**src/rtl/crypto1_pair_join.sv**
```systemverilog
// Crypto1 even/odd list joiner: buffers two half-state candidate lists and streams
// every even x odd pair as an interleaved 2W-bit LFSR state candidate.
module crypto1_pair_join #(
    parameter int DEPTH = 16,
    parameter int W     = 24
) (
    input  logic           CLK,
    input  logic           RESETn,
    input  logic           E_VALID,
    output logic           E_READY,
    input  logic [W-1:0]   E_DATA,
    input  logic           E_LAST,
    input  logic           E_EMPTY,
    input  logic           O_VALID,
    output logic           O_READY,
    input  logic [W-1:0]   O_DATA,
    input  logic           O_LAST,
    input  logic           O_EMPTY,
    output logic           K_VALID,
    input  logic           K_READY,
    output logic [2*W-1:0] K_DATA,
    output logic           K_LAST,
    output logic           DONE,
    output logic           BUSY
);
    localparam int AW = $clog2(DEPTH);
    localparam int CW = AW + 1;
    localparam logic [CW-1:0] ONE = CW'(1);
    localparam logic [CW-1:0] CAP = CW'(DEPTH);

    localparam logic [1:0] LOAD = 2'd0;
    localparam logic [1:0] PAIR = 2'd1;
    localparam logic [1:0] FIN  = 2'd2;

    logic [1:0]     state, state_next;
    logic [W-1:0]   e_mem [DEPTH];
    logic [W-1:0]   o_mem [DEPTH];
    logic [CW-1:0]  ecnt, ocnt, ecnt_next, ocnt_next;
    logic [CW-1:0]  ei, oi;
    logic           e_done, o_done, e_done_next, o_done_next;
    logic           e_ready, o_ready, e_ready_next, o_ready_next;
    logic           e_acc, o_acc, e_emp, o_emp;
    logic           k_valid, k_last, done, busy;
    logic [2*W-1:0] k_data;
    logic           k_fire, k_load, pair_last, oi_wrap;

    function automatic logic [2*W-1:0] interleave(input logic [W-1:0] e, input logic [W-1:0] o);
        logic [2*W-1:0] k;
        k = '0;
        for (int i = 0; i < W; i++) begin
            k[2*i]   = e[i];
            k[2*i+1] = o[i];
        end
        return k;
    endfunction

    // An EMPTY pulse wins over a data beat on the same side: the list is closed with no entries.
    always_comb begin
        e_acc     = (state == LOAD) && e_ready && E_VALID && !E_EMPTY;
        o_acc     = (state == LOAD) && o_ready && O_VALID && !O_EMPTY;
        e_emp     = (state == LOAD) && !e_done && E_EMPTY;
        o_emp     = (state == LOAD) && !o_done && O_EMPTY;
        k_fire    = k_valid && K_READY;
        k_load    = !k_valid || K_READY;
        oi_wrap   = (oi == ocnt - ONE);
        pair_last = (ei == ecnt - ONE) && oi_wrap;

        state_next = state;
        case (state)
            LOAD:    if (e_done && o_done) state_next = (ecnt == '0 || ocnt == '0) ? FIN : PAIR;
            PAIR:    if (k_fire && k_last) state_next = FIN;
            FIN:     state_next = LOAD;
            default: state_next = LOAD;
        endcase

        if (state == FIN) begin
            ecnt_next   = '0;
            ocnt_next   = '0;
            e_done_next = 1'b0;
            o_done_next = 1'b0;
        end else begin
            ecnt_next   = ecnt + CW'(e_acc);
            ocnt_next   = ocnt + CW'(o_acc);
            e_done_next = e_done || e_emp || (e_acc && E_LAST);
            o_done_next = o_done || o_emp || (o_acc && O_LAST);
        end

        // READY is registered, so it is derived from the values the side will hold next cycle.
        e_ready_next = (state_next == LOAD) && !e_done_next && (ecnt_next < CAP);
        o_ready_next = (state_next == LOAD) && !o_done_next && (ocnt_next < CAP);
    end

    always_ff @(posedge CLK) begin
        if (e_acc) e_mem[ecnt[AW-1:0]] <= E_DATA;
        if (o_acc) o_mem[ocnt[AW-1:0]] <= O_DATA;
    end

    always_ff @(posedge CLK) begin
        if (!RESETn) begin
            state   <= LOAD;
            ecnt    <= '0;
            ocnt    <= '0;
            e_done  <= 1'b0;
            o_done  <= 1'b0;
            e_ready <= 1'b0;
            o_ready <= 1'b0;
            ei      <= '0;
            oi      <= '0;
            k_valid <= 1'b0;
            k_data  <= '0;
            k_last  <= 1'b0;
            done    <= 1'b0;
            busy    <= 1'b0;
        end else begin
            state   <= state_next;
            ecnt    <= ecnt_next;
            ocnt    <= ocnt_next;
            e_done  <= e_done_next;
            o_done  <= o_done_next;
            e_ready <= e_ready_next;
            o_ready <= o_ready_next;
            done    <= (state != FIN) && (state_next == FIN);

            if (e_acc || o_acc || e_emp || o_emp)
                busy <= 1'b1;
            else if (state_next == FIN)
                busy <= 1'b0;

            // Pair indices walk even-major; the output register refills whenever it is empty or consumed.
            if (state == LOAD) begin
                ei <= '0;
                oi <= '0;
            end else if (state == PAIR) begin
                if (k_fire && k_last) begin
                    k_valid <= 1'b0;
                    k_last  <= 1'b0;
                end else if (k_load) begin
                    k_valid <= 1'b1;
                    k_data  <= interleave(e_mem[ei[AW-1:0]], o_mem[oi[AW-1:0]]);
                    k_last  <= pair_last;
                    if (oi_wrap) begin
                        oi <= '0;
                        ei <= ei + ONE;
                    end else begin
                        oi <= oi + ONE;
                    end
                end
            end
        end
    end

    assign E_READY = e_ready;
    assign O_READY = o_ready;
    assign K_VALID = k_valid;
    assign K_DATA  = k_data;
    assign K_LAST  = k_last;
    assign DONE    = done;
    assign BUSY    = busy;

endmodule
```
**config.mk**
```make
export PLATFORM = sky130hd
export DESIGN_NAME = crypto1_pair_join
export DESIGN_NICKNAME = d
export VERILOG_FILES = /design/src/rtl/crypto1_pair_join.sv
export SDC_FILE = /design/constraint.sdc
export NUM_CORES = 1
export LEC_CHECK = 0
export CELL_PAD_IN_SITES_DETAIL_PLACEMENT = 0
export CELL_PAD_IN_SITES_GLOBAL_PLACEMENT = 1
export CORE_ASPECT_RATIO = 1.75
export CORE_MARGIN = 2
export CORE_UTILIZATION = 40
export DETAILED_ROUTE_END_ITERATION = 16
export HOLD_SLACK_MARGIN = 0.05
export PLACE_DENSITY_LB_ADDON = 0.1
export SETUP_SLACK_MARGIN = 0.02
export SYNTH_ARGS = -nofsm -noshare
export SYNTH_HDL_FRONTEND = slang
export SYNTH_SLANG_ARGS = --single-unit
export TNS_END_PERCENT = 5
```
**constraint.sdc**
```tcl
create_clock -name CLK -period 9.3 [get_ports CLK]
set_clock_uncertainty 0.1 [all_clocks]
set_input_delay 2.325 -clock CLK [delete_from_list [all_inputs] [get_ports CLK]]
set_output_delay 2.325 -clock CLK [all_outputs]
set_load 0.05 [all_outputs]
```
==> metrics <==
run status finished, final reports clean; routability congestion estimate 0.737; GRT Residual Overflow 0; DR vias/cell approximately 5.5; Finished Layout Cells between 2,000 and 3,000; CP arrival between 2000 and 2500 ps; RSZ-0062 raised after global routing no; top_reg_cell synth edfxtp_1; Pins Over Slew Limit 0; mapped cell area around 0.032 mm2; Worst path slowest cell clkdlybuf4s50_1; first-pass GRT wire length roughly 110,000 um; area grow syn2layout 15.5%; number of global-route vias before repair 16,300; Critical Path Start Type flip-flop; drt pass-1 iters 4; actual slew at the worst max-slew pin about 1000 ps; Critical Path End Type output pin; critical-path cell list clkdlybuf4s50_1; mean post-synth cell area between 20 and 25 um2; setup slack, reg-to-reg 5970 ps; CP Max Fanout 5; Routed WL per cell 27.6 um; Total GRT Usage 0.189; post-synth top area cell edfxtp_1; Nets about 1,700; CTS sink cnt between 800 and 900; Starting DRT DRC Count 990; cell count after synthesis approximately 1,500; Placeable Area 0.0797 mm2; final wirelength ~76,000 um; Hold Path Class reg2reg; initial antenna violation count 1; drt drc 0; htree depth 3; ratio of cells with drive above 1 in the final layout 0.220; LEAKAGE 0.0112 uW; Core Rows around 140; num ports between 100 and 150; Final period util 0.478; # placed instances approximately 2,600; asr flop ratio synth 0; Max-Slew Margin vs Limit 0.298; pwr/cell area 205 mW/mm2; post-synth cell types 51; Filler Cell Count 6,757; area of the die a little over 0.08 mm2; largest net degree at the start of global routing 54; Syn. warnings 0; Die H 379 um; VDD IR max 162 uV; Reg clk slew, reported paths around 60 ps; Min Clock Period, post-route around 4400 ps; Final Setup Violations 0; IO buf count between 100 and 150; sequential fraction of the synthesis area 0.764; Fmax between 200 and 250 MHz; Req. time, crit path between 6000 and 7000 ps; antenna-violating nets left 0; maxcap violations 0; synthesized flop and latch total between 800 and 900; Die Wd between 200 and 250 um; Worst-Skew Late Latency 650 ps; postcts setup bufs 0; Worst Path Buf+Inv 1; family with the most delay on the worst path buffers and inverters; Final Hold Fails 0; post-cts repair resize count 0; CTS tree built; CTS root buf clkbuf_16; Setup TNS Final 0 ps; post-synth top area share 0.716; WS Path Type reg2out; post-detail-place hpwl between 40,000 and 50,000 um; EDFF count, synth 768; CTS Buf Count 80; syn nets between 1,500 and 2,000; vias about 15,000; ranking of synthesized cells by area edfxtp_1 72%, mux4_2 13%, dfxtp_1 4.8%; Antenna diodes 0; CTS Hold Buffers Added 0; clk buf depth 3; CP peak stage delay a little under 900 ps; Initial Util 0.404
==> metal layers <==
metal / routed length (um) / up-vias / GRT usage / part of all wire
met5: 0 / - / 0 / 0
met4: 1830 / 0 / 0.0669 / 0.024
met3: 2500 / 87 / 0.0212 / 0.033
met2: 42000 / 312 / 0.350 / 0.55
met1: 29300 / 8077 / 0.226 / 0.39
li1: - / 6520 / - / -
==> layout by cell type, fill, tap and decap left out, types with 6 or more instances in the layout <==
master,count
a21oi_1,7
and2_2,6
and3_1,6
buf_4,24
bufinv_16,8
clkbuf_1,20
clkbuf_16,85
clkbuf_8,7
clkdlybuf4s50_1,110
clkinv_2,12
dfxtp_1,72
edfxtp_1,768
ha_1,16
inv_1,8
mux2i_1,98
mux4_2,192
nand2_1,60
nand3_1,11
nor2_1,13
nor2_4,12
nor3_1,9
o221ai_1,48
xnor2_1,10
xor2_1,11
==> flip-flops by register name, indices dropped and copies added (netlist names), 2 cells and up <==
signal / count
e_mem: 384
o_mem: 384
K_DATA: 48
ecnt: 5
ei: 5
ocnt: 5
oi: 5
state: 2
==> cells by family after synthesis <==
| family | synth area share |
|---|---|
| xor gates and xnor gates | 0.00571 |
| buffers and inverters | 0.0144 |
| muxes | 0.165 |
| and+or+nand+nor | 0.0245 |
| AOI/OAI and AO/OA | 0.0204 |
| DFF | 0.764 |
| adders and majority gates | 0.00621 |
==> per-stage QoR <==
stage | cell area [um2] | worst slack (ps) | hold WS, ps | total power (uW) | utilization
6_report | 37200 | 4860 | 362 | 7640 | 0.467
5_1_grt | 37200 | 4810 | 383 | 7860 | 0.467
4_1_cts | 37200 | 4810 | 365 | 7730 | 0.467
3_5_place_dp | 34500 | 4310 | 345 | 4350 | 0.433
3_3_place_gp | 34500 | 4350 | 344 | 4350 | 0.433
2_1_floorplan | 32200 | 4210 | 364 | 4260 | -
==> power by group <==
group          switching [uW]  total (uW)  internal, uW  leakage [uW]
registers                5.23        4150          4150       0.00754
logic                    82.8         116          33.3       0.00232
clock network            1410        3370          1960       0.00132
total                    1500        7640          6140        0.0112
==> cells in the mapped netlist, types with 3 or more instances <==
cell type / number
nand2_1: 60
nand3_1: 11
clkbuf_1: 22
and2_1: 10
a21oi_1: 7
nand3b_1: 3
xor2_1: 11
and3_1: 8
inv_1: 8
clkbuf_8: 3
o31ai_1: 3
dfxtp_1: 78
buf_2: 42
xnor2_1: 10
buf_1: 4
o221ai_1: 48
nor2b_1: 5
o211ai_1: 5
and4_1: 4
mux2i_1: 98
nand4_1: 3
ha_1: 16
buf_4: 3
mux4_2: 192
edfxtp_1: 768
buf_6: 3
nor2_1: 25
nand2b_1: 3
nor3_1: 13
o21ai_0: 5
or4_1: 3
==> worst paths after layout <==
path | startpoint | to | depth (start not counted)
max | K_VALID | K_VALID | 1
max reg2reg | state[1] | o_mem[14][3] | 4
min | K_DATA[9] | K_DATA[9] | 2
min reg2reg | K_DATA[9] | K_DATA[9] | 2
==> cell type report <==
class                      instances  area (um2)  share of cell area
clock buffer                     112        2300              0.0617
clock inverter                    36         409              0.0110
inverter                           8        30.0            0.000807
multi-input combinational        566        7260               0.195
sequential                       846       24600               0.662
tap                             1042        1300              0.0350
timing repair buffer             134        1280              0.0344
(Power assumes the default switching activity.)
